$ cat config.mk
export PLATFORM = sky130hd
export DESIGN_NAME = router_b_sequencer
export DESIGN_NICKNAME = d
export VERILOG_FILES = /design/src/rtl/router_b_sequencer.sv
export SDC_FILE = /design/constraint.sdc
export NUM_CORES = 1
export LEC_CHECK = 0
export BUFFER_PORTS_ARGS = -buffer_cell sky130_fd_sc_hd__clkbuf_2
export CAP_MARGIN = 20
export CORE_MARGIN = 4
export CORE_UTILIZATION = 55
export DETAILED_ROUTE_END_ITERATION = 10
export GPL_TIMING_DRIVEN = 1
export PLACE_DENSITY = 0.84
export SYNTH_ARGS = -nofsm -noshare
export SYNTH_HDL_FRONTEND = slang
export SYNTH_SLANG_ARGS = --single-unit
$ cat constraint.sdc
create_clock -name clk -period 4 [get_ports clk]
set_input_delay 0.4 -clock clk [delete_from_list [all_inputs] [get_ports clk]]
set_output_delay 0.4 -clock clk [all_outputs]
set_load 0.01 [all_outputs]
$ cat src/rtl/router_b_sequencer.sv
// rtl/router_b_sequencer.sv - micro-op sequencer driving bank addresses, router_b selects and ALU control.
// Optional multi-pass repeat enabled by defining SEQ_REPEAT_EN.
module router_b_sequencer #(
  parameter int AW = 5,
  parameter int PW = 4
) (
  input  logic                 clk,
  input  logic                 rst,
  input  logic                 prog_we,
  input  logic [PW-1:0]        prog_addr,
  input  logic [3*AW+17:0]     prog_wdata,
  input  logic                 start,
  input  logic [PW-1:0]        start_pc,
  input  logic                 abort,
  input  logic                 alu_done,
  input  logic [3:0]           rep_count,
  output logic [AW-1:0]        addr_A,
  output logic [AW-1:0]        addr_B,
  output logic [1:0]           sel_R,
  output logic [1:0]           sel_S,
  output logic                 inv_R,
  output logic                 inv_S,
  output logic [1:0]           sel_I,
  output logic [3:0]           alu_op,
  output logic                 alu_go,
  output logic                 ld_RQ,
  output logic                 ld_RD,
  output logic                 wr_en,
  output logic [AW-1:0]        wr_addr,
  output logic                 busy,
  output logic                 done
);

  localparam int UW = 3*AW + 18;

  typedef enum logic [2:0] {
    S_IDLE, S_FETCH, S_ISSUE, S_OPER, S_WAIT, S_WB, S_DONE
  } state_t;

  state_t          state, state_nx;
  logic [PW-1:0]   pc, pc_nx;
  logic [UW-1:0]   uop;
  logic [UW-1:0]   mem [2**PW];
  logic            rerun;
  logic            seq_unused;

  // Field map, LSB upward; bit UW-1 is a reserved spare.
  logic            u_last, u_wait, u_ld_rd, u_ld_rq, u_wr_en, u_inv_s, u_inv_r;
  logic [AW-1:0]   u_wr_addr, u_addr_b, u_addr_a;
  logic [3:0]      u_alu_op;
  logic [1:0]      u_sel_i, u_sel_s, u_sel_r;

  assign u_last    = uop[0];
  assign u_wait    = uop[1];
  assign u_ld_rd   = uop[2];
  assign u_ld_rq   = uop[3];
  assign u_wr_en   = uop[4];
  assign u_wr_addr = uop[AW+4:5];
  assign u_addr_b  = uop[2*AW+4:AW+5];
  assign u_addr_a  = uop[3*AW+4:2*AW+5];
  assign u_alu_op  = uop[3*AW+8:3*AW+5];
  assign u_sel_i   = uop[3*AW+10:3*AW+9];
  assign u_inv_s   = uop[3*AW+11];
  assign u_inv_r   = uop[3*AW+12];
  assign u_sel_s   = uop[3*AW+14:3*AW+13];
  assign u_sel_r   = uop[3*AW+16:3*AW+15];

`ifdef SEQ_REPEAT_EN
  logic [3:0]      pass_cnt;
  logic [PW-1:0]   start_pc_q;

  assign rerun      = (pass_cnt != 4'd0);
  assign seq_unused = uop[UW-1];

  always_ff @(posedge clk or posedge rst) begin
    if (rst) begin
      pass_cnt   <= 4'd0;
      start_pc_q <= '0;
    end else if (state == S_IDLE && start) begin
      pass_cnt   <= rep_count;
      start_pc_q <= start_pc;
    end else if (state == S_WB && !abort && u_last && rerun) begin
      pass_cnt   <= pass_cnt - 4'd1;
    end
  end
`else
  assign rerun      = 1'b0;
  assign seq_unused = ^{uop[UW-1], rep_count};
`endif

  // Program store is deliberately not reset; writes only land while idle.
  always_ff @(posedge clk) begin
    if (prog_we && state == S_IDLE)
      mem[prog_addr] <= prog_wdata;
  end

  always_ff @(posedge clk or posedge rst) begin
    if (rst) begin
      state <= S_IDLE;
      pc    <= '0;
      uop   <= '0;
    end else begin
      state <= state_nx;
      pc    <= pc_nx;
      if (state == S_FETCH)
        uop <= mem[pc];
    end
  end

  always_comb begin
    state_nx = state;
    pc_nx    = pc;
    case (state)
      S_IDLE:  if (start) begin
                 pc_nx    = start_pc;
                 state_nx = S_FETCH;
               end
      S_FETCH: state_nx = S_ISSUE;
      S_ISSUE: state_nx = S_OPER;
      S_OPER:  state_nx = u_wait ? S_WAIT : S_WB;
      S_WAIT:  if (alu_done) state_nx = S_WB;
      S_WB: begin
        if (u_last) begin
          if (rerun) begin
`ifdef SEQ_REPEAT_EN
            pc_nx    = start_pc_q;
`endif
            state_nx = S_FETCH;
          end else begin
            state_nx = S_DONE;
          end
        end else begin
          pc_nx    = pc + PW'(1);
          state_nx = S_FETCH;
        end
      end
      S_DONE:  state_nx = S_IDLE;
      default: state_nx = S_IDLE;
    endcase
    if (abort && state != S_IDLE)
      state_nx = S_IDLE;
  end

  logic drive;
  assign drive = (state == S_ISSUE) || (state == S_OPER) ||
                 (state == S_WAIT)  || (state == S_WB);

  // Addresses follow the uop register, which only changes in FETCH, so they hold.
  assign addr_A  = u_addr_a;
  assign addr_B  = u_addr_b;
  assign wr_addr = u_wr_addr;
  assign sel_R   = drive ? u_sel_r  : 2'd0;
  assign sel_S   = drive ? u_sel_s  : 2'd0;
  assign inv_R   = drive & u_inv_r;
  assign inv_S   = drive & u_inv_s;
  assign sel_I   = drive ? u_sel_i  : 2'd0;
  assign alu_op  = drive ? u_alu_op : 4'd0;
  assign alu_go  = (state == S_OPER);
  assign wr_en   = (state == S_WB) & u_wr_en;
  assign ld_RQ   = (state == S_WB) & u_ld_rq;
  assign ld_RD   = (state == S_WB) & u_ld_rd;
  assign busy    = (state != S_IDLE);
  assign done    = (state == S_DONE);

endmodule

==> flow_summary_export.csv <==
group,metric,value,unit
setup_path,crit_fanout,19,
clocking,htree_levels,2,
timing,slew_headroom,0.260,
placement,place_ws,981,ps
clocking,clockRootBuffer,"clkbuf_16",
grt,grt_usage,0.225,
clocking,cts_resized,0,
pwr,clkPwrFrac,0.319,
grt,grt-ovfl-total,0,
grt,use_met2,0.364,
timing,worstMarginPinSlew,1110,ps
clocking,tritoncts,"built",
routing,detail-route-antenna-nets,0,
timing,fin_crit,3160,ps
routing,drt-initial-drc-count,1208,
yosys,syn_inst,1021,
die,core,0.0386,mm^2
pwr,ir_drop,0.000352,V
cells_and_area,drive_above_1_share,0.340,
clocking,cts_buffers,53,
pwr,pwr-share-comb,0.243,
setup_path,path_class,"reg -> reg",
yosys,synthDistinctLibCells,48,
routing,wirelength,47000,um
timing,period_share,0.791,
clocking,cts_buffer_depth,3,
worst_hold_path,hold_path.class,"in -> reg",
yosys,synth_ff_type,"edfxtp_1",
setup_path,r2r_slack,840,ps
cells_and_area,fill_cells,2440,
timing,rsz0062_at_grt,"false",
routing,drcViolationCount,0,
cells_and_area,multi_input_area,0.00481,mm^2
placement,placed_area,0.0227,mm^2
grt,grt_use_met1,0.309,
grt,grt_pass1_vias,11085,
timing,slew_violations,0,
grt,busiest_layer,"met2",
pwr,p_sw,4.56,mW
routing,dr.pass1.iters,5,
die,die_w,206,um
cells_and_area,fin_area,0.0245,mm^2
setup_path,arrival,3430,ps
clocking,postCtsSetupBuffers,0,
die,ioPinCount,84,
timing,finalSetupViolCount,0,
timing,timing.final.ws_setup,835,ps
pwr,p_int,11.7,mW
grt,grt_pass1_wl,70000,um
grt,met3_usage,0.0571,
grt,grt_start_max_net_pins,70,
yosys,syn-num-nets,1073,
cells_and_area,syn_to_final_growth,13.9,%
yosys,ys_ff_latch,551,
pwr,netSwitchingFraction,0.280,
clocking,clkLatencyLatePin,590,ps
placement,dp_hpwl,25600,um
clocking,clock-sinks,551,
routing,vias,10640,
timing,finClkSkew,19.6,ps
flow_run,maxCapViolations,0,
timing,tns,0,ps
yosys,yosys_warnings,0,
clocking,clk_pin_slew_worst_paths,60,ps
yosys,synth-edff-count,512,
timing,timing.hold.ws,37.2,ps
pwr,leakage,8.05,nW
setup_path,cp-startpoint,"state[0]",
cells_and_area,layout.nets,1176,
setup_path,startpoint_type,"flip-flop",
placement,portBuffers,78,
worst_hold_path,min_from,"abort",
die,die_y,206,um
yosys,syn_area_per_cell,21.1,um^2
cells_and_area,regArea,0.0164,mm^2
timing,hold_viol,0,
die,num_rows,72,
routing,viasPerCell,6.30,
outcome,status,"finished, final reports clean",
placement,place_congestion,0.778,
yosys,synth_area,0.0215,mm^2
die,start_util,0.557,
pwr,seq_power_share,0.438,
pwr,powerDensity,665,mW/mm^2
grt,grt_antenna_before_repair,1,
die,die_area,0.0423,mm^2
timing,max_freq,316,MHz
yosys,async_reset_ff_frac,0.0708,
setup_path,reg2reg_from,"state[0]",
setup_path,cp-end-kind,"flip-flop",
setup_path,critPathRequiredTime,4270,ps
yosys,seq_area_frac_synth,0.760,
routing,post_drt_wl_per_cell,27.9,um
-- through the flow --
| step | total power [mW] | utilization | cells |
|---|---|---|---|
| 3_3_place_gp | 11.0 | 0.586 | 1586 |
| 5_1_grt | 16.9 | 0.634 | 1687 |
| 6_report | 16.3 | 0.634 | 1688 |
| 2_1_floorplan | 10.2 | - | 1021 |
| 3_5_place_dp | 11.2 | 0.586 | 1586 |
| 4_1_cts | 16.4 | 0.634 | 1687 |
-- worst paths after layout --
check | cells past startpoint | endpoint
worst max-delay path | 4 | mem[6][22]
worst min-delay path | 2 | state[2]
min in group asynchronous | 3 | uop[29]
max in group asynchronous | 4 | uop[23]
worst max register to register | 4 | mem[6][22]
worst min register to register | 2 | uop[27]
-- layout make-up --
| class | count | share of cell area |
|---|---|---|
| flip-flops and latches | 551 | 0.668 |
| inverters | 5 | 0.000766 |
| repair buffers | 119 | 0.0342 |
| clock buffers | 64 | 0.0580 |
| multi-input cells | 394 | 0.196 |
| diodes | 1 | 0.000102 |
| well taps | 518 | 0.0264 |
| clock inverters | 36 | 0.0166 |
-- cell usage in the layout, fill, tap and decap left out, types with 17 or more instances in the layout --
master / instances
mux4_2: 112
clkbuf_16: 55
edfxtp_1: 512
nor2_1: 26
mux2i_1: 32
dfrtp_1: 36
mux2_4: 17
buf_4: 29
clkbuf_2: 78
o21ai_1: 47
a22oi_2: 30
-- logic make-up after synthesis --
kind of cell,count (synthesis),share of synthesized area
flops,551,0.760
fa+ha+maj,1,0.000582
mux,177,0.152
simple gates,87,0.0202
xor+xnor,1,0.000407
compound gates,128,0.0445
buf+inv,76,0.0218
-- cells in the mapped netlist, types with 2 or more instances --
cell | number | area, um^2
o21ai_0 | 16 | 80.1
edfxtp_1 | 512 | 15400
o21ai_1 | 47 | 235
a31oi_1 | 3 | 18.8
a2bb2oi_1 | 2 | 17.5
buf_12 | 4 | 80.1
buf_4 | 19 | 143
nor2_1 | 40 | 150
nand2_1 | 6 | 22.5
nand4b_1 | 3 | 26.3
mux2i_1 | 32 | 320
a211oi_1 | 2 | 15.0
inv_1 | 4 | 15.0
clkbuf_1 | 23 | 86.3
mux4_2 | 112 | 2520
mux2_2 | 15 | 169
a22o_1 | 14 | 123
a22oi_2 | 30 | 375
buf_6 | 3 | 33.8
buf_2 | 19 | 95.1
a21oi_1 | 6 | 30.0
nor3_1 | 8 | 40.0
o31ai_1 | 2 | 15.0
dfrtp_1 | 39 | 976
buf_1 | 3 | 11.3
mux2_4 | 17 | 255
and2_1 | 16 | 100
nand2b_1 | 4 | 25.0
-- registers in the layout, summed over array words and instances (netlist names) --
| register | cells |
|---|---|
| mem | 512 |
| state | 3 |
| uop | 32 |
| pc | 4 |
-- power by group through the flow --
stage / Sequential, mW / Clock (mW) / Combinational, mW
floorplan: 6.86 / 0 / 3.33
global placement: 7.23 / 0 / 3.80
detailed placement: 7.25 / 0 / 3.93
CTS: 7.14 / 5.24 / 4.01
global route: 7.18 / 5.51 / 4.23
finish: 7.14 / 5.19 / 3.97
-- worst max-delay path, cell delays in order, from the launching register on --
cell	delay (ps)
dfrtp_1	530
nor3_1	710
nand4b_1	580
nor2_4	730
buf_12	290
-- what timing repair did --
item | 4_1_cts | 5_1_grt
endpoints found under the hold margin | 20 | 0
hold buffers | 1 | 0
endpoints found under the setup margin | 0 | 0
-- metal layers --
metal  vias to the layer above  routed length (um)
met5                         -                   8
met4                         2                1250
met3                       111                4810
met2                       602               23300
met1                      5525               17700
li1                       4400                   -
(Power assumes the default switching activity.)
